**config.mk**
```make
export PLATFORM = sky130hd
export DESIGN_NAME = wb_tlc_evt_sync_flat
export DESIGN_NICKNAME = d
export VERILOG_FILES = /design/src/rtl/wb_tlc_evt_sync_if.sv /design/src/rtl/wb_tlc_evt_sync.sv /design/src/flat_wrapper.sv
export SDC_FILE = /design/constraint.sdc
export NUM_CORES = 1
export LEC_CHECK = 0
export ABC_AREA = 1
export BUFFER_PORTS_ARGS = -buffer_cell sky130_fd_sc_hd__buf_4
export CELL_PAD_IN_SITES_DETAIL_PLACEMENT = 0
export CELL_PAD_IN_SITES_GLOBAL_PLACEMENT = 1
export CORE_MARGIN = 4
export CORE_UTILIZATION = 43
export DETAILED_ROUTE_END_ITERATION = 12
export PLACE_DENSITY_LB_ADDON = 0.1
export SYNTH_ARGS = -nofsm -noshare
export SYNTH_HDL_FRONTEND = slang
export SYNTH_SLANG_ARGS = --single-unit
```
**constraint.sdc**
```tcl
create_clock -name clk_125 -period 1.6 [get_ports clk_125]
set_input_delay 0.08 -clock clk_125 [delete_from_list [all_inputs] [get_ports clk_125]]
set_output_delay 0.08 -clock clk_125 [all_outputs]
set_load 0.01 [all_outputs]
```
**src/rtl/wb_tlc_evt_sync_if.sv**
```systemverilog
// Event-channel bundle for wb_tlc_evt_sync: raw async levels, per-channel
// mode/clear controls, and synchronized level, pulse and sticky status.
interface wb_tlc_evt_sync_if #(
    parameter int NCH = 4
) ();
    logic [NCH-1:0]   async_in;
    logic [2*NCH-1:0] mode_i;
    logic [NCH-1:0]   clr_i;
    logic [NCH-1:0]   lvl_o;
    logic [NCH-1:0]   pulse_o;
    logic [NCH-1:0]   sts_o;
    logic [NCH-1:0]   drop_o;

    modport master (
        output async_in, mode_i, clr_i,
        input  lvl_o, pulse_o, sts_o, drop_o
    );

    modport slave (
        input  async_in, mode_i, clr_i,
        output lvl_o, pulse_o, sts_o, drop_o
    );
endinterface

```
**src/rtl/wb_tlc_evt_sync.sv**
```systemverilog
// Per-channel async event synchronizer with edge select, one-cycle pulse,
// holdoff suppression and sticky pulse/drop status.
module wb_tlc_evt_sync #(
    parameter int NCH         = 4,
    parameter int SYNC_STAGES = 2,
    parameter int HOLDOFF     = 4
) (
    input  logic             clk_125,
    input  logic             rstn,
    wb_tlc_evt_sync_if.slave evt
);
    localparam logic [7:0] HOLD_LD = 8'(HOLDOFF);

    logic [SYNC_STAGES-1:0][NCH-1:0] sync_q;
    logic [NCH-1:0]                  prev_q;
    logic [NCH-1:0]                  pulse_q, pulse_d;
    logic [NCH-1:0]                  sts_q, sts_d;
    logic [NCH-1:0]                  drop_q, drop_d;
    logic [NCH-1:0][7:0]             hold_q, hold_d;
    logic [NCH-1:0]                  lvl, rise, fall, qual, drop_set;

    assign lvl  = sync_q[SYNC_STAGES-1];
    assign rise = lvl & ~prev_q;
    assign fall = ~lvl & prev_q;

    always_comb begin
        qual     = '0;
        pulse_d  = '0;
        drop_set = '0;
        hold_d   = hold_q;
        for (int c = 0; c < NCH; c++) begin
            qual[c]     = (rise[c] & evt.mode_i[2*c]) | (fall[c] & evt.mode_i[2*c+1]);
            pulse_d[c]  = qual[c] & (hold_q[c] == 8'd0);
            drop_set[c] = qual[c] & (hold_q[c] != 8'd0);
            // A channel switched off forgets any holdoff in progress.
            if (evt.mode_i[2*c +: 2] == 2'b00) begin
                hold_d[c] = 8'd0;
            end else if (pulse_d[c]) begin
                hold_d[c] = HOLD_LD;
            end else if (hold_q[c] != 8'd0) begin
                hold_d[c] = hold_q[c] - 8'd1;
            end
        end
        // Set beats clear when both land on the same edge.
        sts_d  = pulse_d  | (sts_q  & ~evt.clr_i);
        drop_d = drop_set | (drop_q & ~evt.clr_i);
    end

    always_ff @(posedge clk_125 or negedge rstn) begin
        if (!rstn) begin
            sync_q  <= '0;
            prev_q  <= '0;
            pulse_q <= '0;
            sts_q   <= '0;
            drop_q  <= '0;
            hold_q  <= '0;
        end else begin
            sync_q  <= {sync_q[SYNC_STAGES-2:0], evt.async_in};
            prev_q  <= lvl;
            pulse_q <= pulse_d;
            sts_q   <= sts_d;
            drop_q  <= drop_d;
            hold_q  <= hold_d;
        end
    end

    assign evt.lvl_o   = lvl;
    assign evt.pulse_o = pulse_q;
    assign evt.sts_o   = sts_q;
    assign evt.drop_o  = drop_q;
endmodule

```
**src/flat_wrapper.sv**
```systemverilog
// flat-port wrapper written by rule: the top's interface ports become plain ports
module wb_tlc_evt_sync_flat 
#(
    parameter int NCH         = 4,
    parameter int SYNC_STAGES = 2,
    parameter int HOLDOFF     = 4
)
  (clk_125, rstn, evt_async_in, evt_mode_i, evt_clr_i, evt_lvl_o, evt_pulse_o, evt_sts_o, evt_drop_o);
  wb_tlc_evt_sync_if #(.NCH(NCH)) evt_i ();
  input  logic clk_125;
  input  logic rstn;
  input wire logic [$bits(evt_i.async_in)-1:0] evt_async_in;
  input wire logic [$bits(evt_i.mode_i)-1:0] evt_mode_i;
  input wire logic [$bits(evt_i.clr_i)-1:0] evt_clr_i;
  output wire logic [$bits(evt_i.lvl_o)-1:0] evt_lvl_o;
  output wire logic [$bits(evt_i.pulse_o)-1:0] evt_pulse_o;
  output wire logic [$bits(evt_i.sts_o)-1:0] evt_sts_o;
  output wire logic [$bits(evt_i.drop_o)-1:0] evt_drop_o;
  assign evt_i.async_in = evt_async_in;
  assign evt_i.mode_i = evt_mode_i;
  assign evt_i.clr_i = evt_clr_i;
  assign evt_lvl_o = evt_i.lvl_o;
  assign evt_pulse_o = evt_i.pulse_o;
  assign evt_sts_o = evt_i.sts_o;
  assign evt_drop_o = evt_i.drop_o;
  wb_tlc_evt_sync #(.NCH(NCH), .SYNC_STAGES(SYNC_STAGES), .HOLDOFF(HOLDOFF)) u_core (.clk_125(clk_125), .rstn(rstn), .evt(evt_i));
endmodule
```
==> run summary, run 1 <==
After global routing the overflow that remains totals 0. The worst path meets setup with 142 ps of slack. The worst-case IR drop observed on VDD is 0.713 mV. Synthesis produced a netlist with a net count of 349. The logs give 0.155 for the combined global-route utilization of all metal layers and 0 for the synthesis warning total. The tightest min-delay check is of the primary input to register type.

For the number of standard cells in the layout, taps in and fillers out, the log shows 453. For the pin with the worst max-slew slack, the measured transition is 689 ps. The effective utilization at floorplan is 0.440, and the instance count after placement with tap cells included is 436. From left edge to right edge, the die measures 88.4 µm. The run gives 2 as the maximum buffer depth of the clock tree. Clock skew on the completed layout was measured at 6.05 ps.

In the final routed layout, each cell accounts on average for 11.6 µm. The library cell used most frequently in the layout, excluding fill and tap cells, is sky130_fd_sc_hd__dfrtp_1. The tools report the origin of the worst setup path as u_core.hold_q[17]$_DFFE_PN0P_. The tools report the routed wire length as 5240 µm.

The filler cells instantiated in the layout total 602. The type of the worst setup path was register to register. The logs give 0 for the final count of negative-setup-slack endpoints and 300 ps for the clock network latency to the later pin of the worst-skew pair. The DRC violation total after the first TritonRoute iteration was 75.

For this run, the detailed router's first-pass iteration total came to 4. The setup TNS after final layout came out at 0 ps. In this run the clock root is driven by a sky130_fd_sc_hd__clkbuf_8. The run gives 327 as the number of instances in the synthesized netlist. Of all nets on the critical path, the largest fanout is 7. The area taken by flip-flops and latches is 1400 µm².

For the slack of the worst reg-to-reg path, the log shows 140 ps. TritonCTS buffer count: 5. The most used flip-flop cell after synthesis is sky130_fd_sc_hd__dfrtp_1. In the layout the commonest cells are sky130_fd_sc_hd__dfrtp_1, sky130_fd_sc_hd__nand2_1, sky130_fd_sc_hd__inv_1, sky130_fd_sc_hd__nor2_1, sky130_fd_sc_hd__buf_4. STA puts the critical path data arrival time at 1690 ps. After routing the design area is 3350 µm². The tools report the capture point of the worst path as u_core.hold_q[20]$_DFFE_PN0P_.

Entering global routing, the biggest net connects 57 pins. Placeable core region: 6310 µm². The power per standard cell area came out at 1710 nW/µm². The synthesis-to-finish area growth is 20.3%. Once detail routing completed, the nets flagged for antenna violations numbered 0. The floorplan has 29 rows. For the placed standard-cell area, the log shows 3120 µm². The clock net in this run drives a total of 56 sinks. STA classifies the critical path startpoint as a register. In this run the post-CTS setup repair buffer count came out at 0. The share of post-route cells with drive strength above 1 came out at 0.226.

TritonCTS built the clock tree. In this run, synthesis inferred 0 flip-flops with an integrated enable. Launching point of the worst reg2reg path: u_core.hold_q[17]$_DFFE_PN0P_. The required arrival time at the worst endpoint was 1840 ps. The worst register-to-register path ends at u_core.hold_q[20]$_DFFE_PN0P_. The logs give 0.786 for the routability-driven placement congestion ratio and 2 for the number of levels the H-tree was split into. The run gives 0 as the hold violation count in the final report. For the distinct cell type count of the synthesized netlist, the log shows 26. Leakage power: 1.79 nW. The share of flip-flops with an asynchronous set or reset works out to 1.00. The timing-limited maximum frequency was 686 MHz. The post-synthesis sequential area ratio is 0.504, and the final period utilization is 0.911. The die boundary height works out to 88.4 µm. Final max-slew violation count: 0. After detailed routing, the number of vias per cell comes to 4.80. OpenSTA, run right after detailed placement, puts the worst setup slack at 96.6 ps. The tools report the wire length of the first global-routing pass as 9590 µm. The run gives 0 as the initial antenna violation count. The repair_antennas step left the layout with diodes totalling 0. The synthesized netlist occupies a cell area of 2780 µm². The detailed placement HPWL was 3760 µm; the cell depth of the worst flop-to-flop path was 8. The max-capacitance violation count is 0, and the via total after detailed routing is 2175. The number of nets in the layout is 397.

After clock tree synthesis, the clock-pin slew on the worst setup and hold paths is 100 ps. During I/O placement, the number of pins put on the boundary was 34. Setup repair after global routing left no endpoint under its margin. The die covers 7820 µm². The worst setup path is captured at a register. The smallest clock period supported by the final layout is computed as 1460 ps. The final core utilization was 0.530. The run finished with clean final reports.

After synthesis, the mean cell area works out to 8.50 µm². The multi-input combinational cells in the finished layout cover a total of 1130 µm². The logs give 0.541 for the max-slew headroom at the worst pin and 0 for the DRC violations left. The via count of the first global-routing pass was 2151; the count of input and output buffers was 33.

The number of flip-flops and latches in the synthesized netlist is 56.
-- power breakdown --
group | internal [W] | switching (W) | leakage [nW] | total [W]
Combinational | 0.00101 | 0.00155 | 1.02 | 0.00256
Sequential | 0.00184 | 0.000315 | 0.708 | 0.00215
Clock | 0.000553 | 0.000451 | 0.0645 | 0.00100
Total | 0.00341 | 0.00231 | 1.79 | 0.00572
-- area by class of cell --
type	instances	area share
inverter	61	0.0692
sequential	56	0.419
timing repair buffer	45	0.108
clock inverter	1	0.00898
tap	77	0.0288
multi-input combinational	206	0.338
clock buffer	7	0.0288
-- layer usage --
metal  global-route usage  share of wire
met1                0.210           0.47
met2                0.248           0.47
met3               0.0335          0.049
met4               0.0495         0.0095
met5                    0              0
-- metrics by stage --
step	power [W]	hold WS (ps)
CTS	0.00574	175
global placement	0.00468	173
global route	0.00629	204
finish	0.00572	178
floorplan	0.00410	-216
detailed placement	0.00469	186
-- Yosys cell counts, types with 4 or more instances --
library cell | n | area [µm²]
sky130_fd_sc_hd__nand4_1 | 20 | 125
sky130_fd_sc_hd__nor2_2 | 9 | 56.3
sky130_fd_sc_hd__inv_2 | 13 | 48.8
sky130_fd_sc_hd__buf_4 | 4 | 30.0
sky130_fd_sc_hd__o21ai_0 | 7 | 35.0
sky130_fd_sc_hd__nand2_4 | 4 | 45.0
sky130_fd_sc_hd__nor2_1 | 46 | 173
sky130_fd_sc_hd__o21ai_1 | 14 | 70.1
sky130_fd_sc_hd__inv_1 | 47 | 176
sky130_fd_sc_hd__ha_1 | 4 | 50.1
sky130_fd_sc_hd__xor2_1 | 4 | 35.0
sky130_fd_sc_hd__dfrtp_1 | 56 | 1400
sky130_fd_sc_hd__nand2_1 | 54 | 203
sky130_fd_sc_hd__nand3_1 | 24 | 120
-- worst min path at each step --
stage | start | to | cells past startpoint | slack [ps]
after floorplan | rstn | u_core.evt.drop_o[0]$_DFF_PN0_ | 0 | -220
after global placement | rstn | u_core.evt.pulse_o[3]$_DFF_PN0_ | 1 | 170
after detailed placement | rstn | u_core.sync_q[3]$_DFF_PN0_ | 1 | 190
after CTS | evt_mode_i[3] | u_core.hold_q[10]$_DFFE_PN0P_ | 3 | 180
after global routing | evt_mode_i[3] | u_core.hold_q[10]$_DFFE_PN0P_ | 3 | 200
final | evt_mode_i[3] | u_core.hold_q[10]$_DFFE_PN0P_ | 3 | 180
-- critical path, cell delays in order (launching register included) --
cell	delay, ps
sky130_fd_sc_hd__dfrtp_1	380
sky130_fd_sc_hd__inv_1	90
sky130_fd_sc_hd__ha_1	260
sky130_fd_sc_hd__nand2_2	120
sky130_fd_sc_hd__nor2_4	180
sky130_fd_sc_hd__nand2_4	100
sky130_fd_sc_hd__nand3_1	100
sky130_fd_sc_hd__inv_2	50
sky130_fd_sc_hd__nor2_1	100
-- state kept, by name (all words and copies together), names as in the netlist --
name / count
u_core.evt.lvl_o: 4
u_core.evt.pulse_o: 4
u_core.evt.sts_o: 4
u_core.prev_q: 4
u_core.hold_q: 32
u_core.evt.drop_o: 4
u_core.sync_q: 4
-- cell families after synthesis --
group                      count (synthesis)  synth area share
and+or+nand+nor                          169             0.315
buffers and inverters                     65            0.0941
DFF                                       56             0.504
AOI/OAI and AO/OA                         28            0.0531
xor gates and xnor gates                   5            0.0158
adders and majority gates                  4            0.0180
-- timing repair --
item                                    4_1_cts  5_1_grt
hold endpoints to repair                     68        0
endpoints found under the setup margin        0        7
hold buffers                                  9        0
resized for setup                             0        3
(Power assumes the default switching activity.)
==> run 2, diff against run 1 <==
--- a/config.mk
+++ b/config.mk
@@ -10,7 +10,8 @@
 export CELL_PAD_IN_SITES_DETAIL_PLACEMENT = 0
 export CELL_PAD_IN_SITES_GLOBAL_PLACEMENT = 1
 export CORE_MARGIN = 4
-export CORE_UTILIZATION = 43
+export CORE_UTILIZATION = 45
+export CTS_BUF_LIST = sky130_fd_sc_hd__clkbuf_4
 export DETAILED_ROUTE_END_ITERATION = 12
 export PLACE_DENSITY_LB_ADDON = 0.1
 export SYNTH_ARGS = -nofsm -noshare
==> run summary, run 2 (synthesis results as in run 1) <==
The max-slew headroom at the worst pin came out at 0.542 (+0.00132). The effective utilization at floorplan is 0.467 (+0.0265), and the average wire per standard cell is 11.6 µm (+0.47%). Worst-case clock skew: 11.9 ps (+5.87 ps). The largest vdd supply drop is 0.787 mV (+10%), and the final critical-path required period is 1420 ps (-36.0 ps). Clock tree synthesis selected as its root buffer the cell sky130_fd_sc_hd__clkbuf_4. The number of fillers in the final layout came out at 571 (-5.1%).

The register with the highest flop count is u_core.hold_q. The hold violation count in the final report was 0 (unchanged); the largest net degree at the start of global routing was 57 (unchanged). Antenna cell count: 0 (unchanged). The detailed placement HPWL came out at 3900 µm (+3.7%). The run finished with clean final reports. The logs give 1.76 nW (-1.8%) for the leakage power and 0 (unchanged) for the max-capacitance violation count.

TritonCTS built the clock tree. Site row count: 28 (-3.4%). The clock-pin slew on the worst setup and hold paths came out at 150 ps (+50 ps).

The run gives 0 (unchanged) as the initial antenna violation count. Critical-path maximum fanout: 5 (-2). The count of input and output buffers is 33 (unchanged). The clock sink total is 56 (unchanged), and the via count of the first global-routing pass is 2137 (-0.65%). The logs give 2 (unchanged) for the number of levels the H-tree was split into and 2204 (+1.3%) for the via total after detailed routing. The final max-slew violation count came out at 0 (unchanged). The power per standard cell area is 1620 nW/µm² (-5.2%), and the die footprint is 7500 µm² (-4.1%). The final count of negative-setup-slack endpoints is 0 (unchanged), and the slew at the pin with the worst max-slew slack is 687 ps (-1.98 ps). The remaining number of nets flagged by the antenna check after routing was 0 (unchanged); the synthesis-to-finish area growth was 17.5%. DRC violation total after the first TritonRoute iteration: 94 (+25%).

The kind of start point of the critical path is a register. The final period utilization is 0.889 (-0.0225), and the timing-limited maximum frequency is 703 MHz (+2.5%). The routed wire length is 5230 µm (-0.19%), and the total I/O pin count is 34 (unchanged).

The flip-flop count of the largest register, all copies and words added was 32 (unchanged). Share of post-route cells with drive strength above 1: 0.224 (-0.00206). Commonest non-fill, non-tap cell in the layout: sky130_fd_sc_hd__dfrtp_1.

For the maximum buffer depth of the clock tree, the log shows 2 (unchanged). The die boundary height was 86.6 µm (-2.0%). STA classifies the critical path endpoint as a register. The number of nets in the layout was 397 (unchanged); the area of all placed cells without fillers was 3270 µm² (-2.4%).

The DRC violations left was 0 (unchanged); the placed standard-cell area was 3110 µm² (about the same). The logs give 0.820 (+4.4%) for the routability-driven placement congestion ratio and 370 ps (+70 ps) for the clock network latency to the later pin of the worst-skew pair. In the layout the commonest cells are sky130_fd_sc_hd__dfrtp_1, sky130_fd_sc_hd__nand2_1, sky130_fd_sc_hd__inv_1, sky130_fd_sc_hd__nor2_1, sky130_fd_sc_hd__buf_4. The combined global-route utilization of all metal layers was 0.153 (-0.00200).

The wire length of the first global-routing pass was 9330 µm (-2.7%). The floorplan die width was 86.6 µm (-2.0%); the worst path arrival time was 1680 ps (about the same). Placeable core region: 5960 µm² (-5.7%).

The setup path with the least slack is of type register to register. The required arrival time at the worst endpoint was 1860 ps (+20 ps); the via density per instance was 4.90 (+2.0%). Number of iterations in the first detailed-routing pass: 6 (+2).

The run gives 5 (unchanged) as the TritonCTS buffer count. The tools report the setup TNS after final layout as 0 ps (unchanged). Setup repair after global routing left no endpoint under its margin. The type of the most critical hold path was primary input to register. For the total global routing overflow, the log shows 0 (unchanged).
run 2: cell count changes in the layout (fill, tap and decap cells not counted):
cell                        delta
sky130_fd_sc_hd__bufinv_16     -1
sky130_fd_sc_hd__clkbuf_8      -7
sky130_fd_sc_hd__clkbuf_4      +6
sky130_fd_sc_hd__clkinv_2      +1
run 2: cell type report:
| cell class | instances | area, µm² | share of cell area |
|---|---|---|---|
| tap | 75 | 93.8 | 0.0287 |
| timing repair buffer | 45 | 360 | 0.110 |
| clock inverter | 1 | 5.00 | 0.00153 |
| multi-input combinational | 206 | 1130 | 0.346 |
| sequential | 56 | 1400 | 0.429 |
| inverter | 61 | 231 | 0.0709 |
| clock buffer | 6 | 45.0 | 0.0138 |
run 2: repair_timing:
| item | CTS | global route |
|---|---|---|
| endpoints found under the hold margin | 68 | 0 |
| setup endpoints to repair | 0 | 5 |
| resized for setup | 0 | 3 |
| setup buffers | 0 | 0 |
| hold buffers | 9 | 0 |
run 2: critical path, cell delays in order (launching register included):
cell and delay [ps]:
sky130_fd_sc_hd__dfrtp_1 420, sky130_fd_sc_hd__inv_1 80, sky130_fd_sc_hd__ha_1 240, sky130_fd_sc_hd__nand2_2 120, sky130_fd_sc_hd__nor2_4 180, sky130_fd_sc_hd__nand2_1 140
sky130_fd_sc_hd__nand2_1 80, sky130_fd_sc_hd__a21oi_1 60
run 2: metrics by stage:
| stage | cells | power [W] | hold WS, ps | worst slack, ps | util |
|---|---|---|---|---|---|
| after floorplan | 327 | 0.00410 | -216 | 219 | - |
| after global placement | 434 | 0.00468 | 176 | 154 | 0.523 |
| after detailed placement | 434 | 0.00471 | 181 | 96.9 | 0.523 |
| after CTS | 450 | 0.00533 | 89.5 | 64.3 | 0.546 |
| after global routing | 450 | 0.00586 | 133 | 6.73 | 0.549 |
| final | 450 | 0.00529 | 116 | 178 | 0.549 |
run 2: metal layers:
layer | share of wire | vias to the layer above | GRT usage | routed length, µm
li1 | - | 1127 | - | -
met1 | 0.46 | 1012 | 0.204 | 2410
met2 | 0.47 | 55 | 0.250 | 2470
met3 | 0.051 | 10 | 0.0342 | 268
met4 | 0.015 | 0 | 0.0425 | 76
met5 | 0 | - | 0 | 0
run 2: report_power, final:
part / total (W) / internal, W / switching [W]
clock: 0.000590 / 0.000180 / 0.000410
sequential: 0.00216 / 0.00184 / 0.000321
combinational: 0.00255 / 0.00101 / 0.00154
run 2: path summary, 6_finish.rpt:
path,start,end,slack [ps],cells past startpoint
worst max register to register,u_core.hold_q[16]$_DFFE_PN0P_,u_core.hold_q[22]$_DFFE_PN0P_,180,7
max in group asynchronous,rstn,u_core.hold_q[6]$_DFFE_PN0P_,860,2
worst min-delay path,evt_mode_i[3],u_core.hold_q[10]$_DFFE_PN0P_,120,3
min in group asynchronous,rstn,u_core.evt.pulse_o[3]$_DFF_PN0_,290,2
worst max-delay path,u_core.hold_q[16]$_DFFE_PN0P_,u_core.hold_q[22]$_DFFE_PN0P_,180,7
worst min register to register,u_core.sync_q[0]$_DFF_PN0_,u_core.evt.lvl_o[0]$_DFF_PN0_,360,0
==> run 3, diff against run 2 <==
--- a/config.mk
+++ b/config.mk
@@ -13,6 +13,7 @@
 export CORE_UTILIZATION = 45
 export CTS_BUF_LIST = sky130_fd_sc_hd__clkbuf_4
 export DETAILED_ROUTE_END_ITERATION = 12
+export GPL_TIMING_DRIVEN = 0
 export PLACE_DENSITY_LB_ADDON = 0.1
 export SYNTH_ARGS = -nofsm -noshare
 export SYNTH_HDL_FRONTEND = slang
==> run summary, run 3 (synthesis results as in run 1) <==
The worst stage delay on the critical path is 400 ps (-20 ps), and the via total after detailed routing is 2158 (-2.1%). The run gives 34 (unchanged) as the total I/O pin count. The final period utilization is 0.924 (+0.0349). Leaving out fill and tap cells, the most frequent cell in the layout is sky130_fd_sc_hd__dfrtp_1.

The worst hold path terminates at u_core.evt.drop_o[1]$_DFF_PN0_. The largest net degree at the start of global routing came out at 57 (unchanged). The DRC violations left was 0 (unchanged); the maximum buffer depth of the clock tree was 2 (unchanged).

The tools report the overall power after layout as 0.00522 W (-1.5%). The portion of total power attributed to sequential cells is 0.411 (+0.004). The final core utilization was 0.551 (+0.00231).

The run gives 13.9 ps (+1.96 ps) as the worst-case clock skew. The routability-driven placement congestion ratio is 0.809 (-1.4%), and the part of the power in combinational logic is 0.476 (-0.005). The final critical-path required period was 1480 ps (+55.8 ps). Traced cell by cell, the critical path runs through inv_1, ha_4, nand3_4, nor2_8, nand2_4, nand3_2, inv_2, nor2_1. Leaving out fill and tap cells, the most frequent cells in the layout are sky130_fd_sc_hd__dfrtp_1, sky130_fd_sc_hd__nand2_1, sky130_fd_sc_hd__inv_1, sky130_fd_sc_hd__nor2_1, sky130_fd_sc_hd__buf_4.

The run finished with clean final reports. The combined global-route utilization of all metal layers was 0.152 (-0.000384); the antenna cell count was 0 (unchanged). The worst slack on hold paths was 107 ps (-9.88 ps). For the final max-slew violation count, the log shows 0 (unchanged). The placeable core region came out at 5960 µm² (unchanged). The critical-path maximum fanout was 9 (+4); the wire length of the first global-routing pass was 9200 µm (-1.3%).

The timing-limited maximum frequency is 677 MHz (-3.8%). The number of levels the H-tree was split into was 2 (unchanged); the clock sink total was 56 (unchanged). For the final count of negative-setup-slack endpoints, the log shows 0 (unchanged). The slowest stage of the critical path belongs to the cell sky130_fd_sc_hd__dfrtp_1. The slack of the worst reg-to-reg path was 120 ps (-60 ps); the flip-flop count of the largest register, all copies and words added was 32 (unchanged). Largest vdd supply drop: 0.575 mV (-27%). The type of the most critical hold path was primary input to register. STA classifies the critical path startpoint as a register. The number of iterations in the first detailed-routing pass was 4 (-2). Cell depth of the worst flop-to-flop path: 8 (+1). The launching point of the worst reg2reg path was u_core.hold_q[8]$_DFFE_PN0P_. In this run the worst setup path begins at u_core.hold_q[8]$_DFFE_PN0P_. The logs give 0 (unchanged) for the max-capacitance violation count and 1.76 nW (+0.28%) for the leakage power. The tools report the power dissipated by switching net loads as 0.00224 W (-1.2%).

The floorplan die width was 86.6 µm (unchanged); the routed wire length was 5010 µm (-4.1%). More flip-flops sit in one register than any other, and that register is u_core.hold_q. The count of input and output buffers is 33 (unchanged), and the worst path arrival time is 1780 ps (+100 ps). The tools report the start point of the worst hold path as evt_mode_i[2]. The run gives 0 (unchanged) as the initial antenna violation count. The logs give 2088 (-2.3%) for the via count of the first global-routing pass and 398 (+0.25%) for the number of nets in the layout. The fraction of power spent switching nets works out to 0.430 (+0.00144).

The hold violation count in the final report was 0 (unchanged); the max-slew headroom at the worst pin was 0.535 (-0.00729). The slew at the pin with the worst max-slew slack is 698 ps (+10.9 ps). The total global routing overflow came out at 0 (unchanged). The number of cells on the worst hold path was 5 (+2); the clock-pin slew on the worst setup and hold paths was 140 ps (about the same). The TritonCTS buffer count was 5 (unchanged). The tools report the remaining number of nets flagged by the antenna check after routing as 0 (unchanged).

Element type at the critical path end: a register. The share of post-route cells with drive strength above 1 was 0.231 (+0.00677); the average wire per standard cell was 11.1 µm (-4.5%). The tools report the required arrival time at the worst endpoint as 1900 ps (+40 ps). The capture instance of the worst register-to-register path is u_core.hold_q[13]$_DFFE_PN0P_. Via density per instance: 4.77 (-2.5%). The detailed placement HPWL came out at 3690 µm (-5.4%). Compared with the post-synthesis result, the final layout area differs by 18.0%.

The type of the worst setup path is register to register. The run gives 0.113 (+0.002) as the clock share of power. The DRC violation total after the first TritonRoute iteration is 76 (-19%), and the power per standard cell area is 1590 nW/µm² (-1.9%). The site row count was 28 (unchanged). The worst setup slack after layout was 122 ps (-55.8 ps). The clock network latency to the later pin of the worst-skew pair was 370 ps (about the same).

The post-placement worst setup slack came out at -8.28 ps (-105 ps). Die footprint: 7500 µm² (unchanged). The setup fix buffers added after clock tree synthesis was 0 (unchanged).

TritonCTS built the clock tree. In this run the clock root is driven by a sky130_fd_sc_hd__clkbuf_4. The logs give 0.00297 W (-1.7%) for the internal portion of total power and 0.467 (unchanged) for the effective utilization at floorplan. The die boundary height was 86.6 µm (unchanged).
## run 3: per-stage QoR
step | instance area, µm² | setup TNS [ps] | std cells
final | 3280 | 0 | 452
after detailed placement | 3120 | -15.4 | 435
after global routing | 3280 | -6.36 | 452
after global placement | 3120 | -44.5 | 435
after CTS | 3270 | 0 | 452
after floorplan | 2780 | 0 | 327
## run 3: how the worst max path moves through the flow
stage / to / cells after the start
3_3_place_gp: u_core.hold_q[28]$_DFFE_PN0P_ / 7
2_1_floorplan: u_core.hold_q[27]$_DFFE_PN0P_ / 7
5_1_grt: u_core.hold_q[14]$_DFFE_PN0P_ / 8
6_report: u_core.hold_q[13]$_DFFE_PN0P_ / 8
3_5_place_dp: u_core.hold_q[28]$_DFFE_PN0P_ / 7
4_1_cts: u_core.hold_q[28]$_DFFE_PN0P_ / 7
## run 3: critical path: cells and delay by family (launching register included)
kind,cells,cell delay [ps]
buffers and inverters,2,220
DFF,1,400
adders and majority gates,1,190
and+or+nand+nor,5,620
## run 3: layout make-up
cell class / count / area (µm²)
Clock buffer: 5 / 37.5
Tap cell: 75 / 93.8
Multi-Input combinational cell: 206 / 1130
Timing Repair Buffer: 42 / 338
Inverter: 61 / 231
Fill cell: 556 / 2680
Clock inverter: 3 / 13.8
Buffer: 4 / 30.0
Sequential cell: 56 / 1400
## run 3: what timing repair did
action / in CTS / in global routing
hold buffers: 9 / 0
resized for setup: 1 / 4
pin swaps: 0 / 0
endpoints found under the setup margin: 4 / 10
endpoints found under the hold margin: 68 / 0
## run 3: power groups by stage
stage / Sequential [W] / Combinational (W) / Clock, W
after global routing: 0.00221 / 0.00289 / 0.000687
final: 0.00214 / 0.00248 / 0.000589
after detailed placement: 0.00217 / 0.00245 / 0
after CTS: 0.00214 / 0.00249 / 0.000623
after floorplan: 0.00213 / 0.00196 / 0
after global placement: 0.00217 / 0.00242 / 0
## run 3: routing by layer
layer	track usage	vias up	wire length, µm
li1	-	1133	-
met3	0.0342	6	224
met1	0.208	983	2390
met4	0.0382	0	64
met2	0.246	36	2330
met5	0	-	0
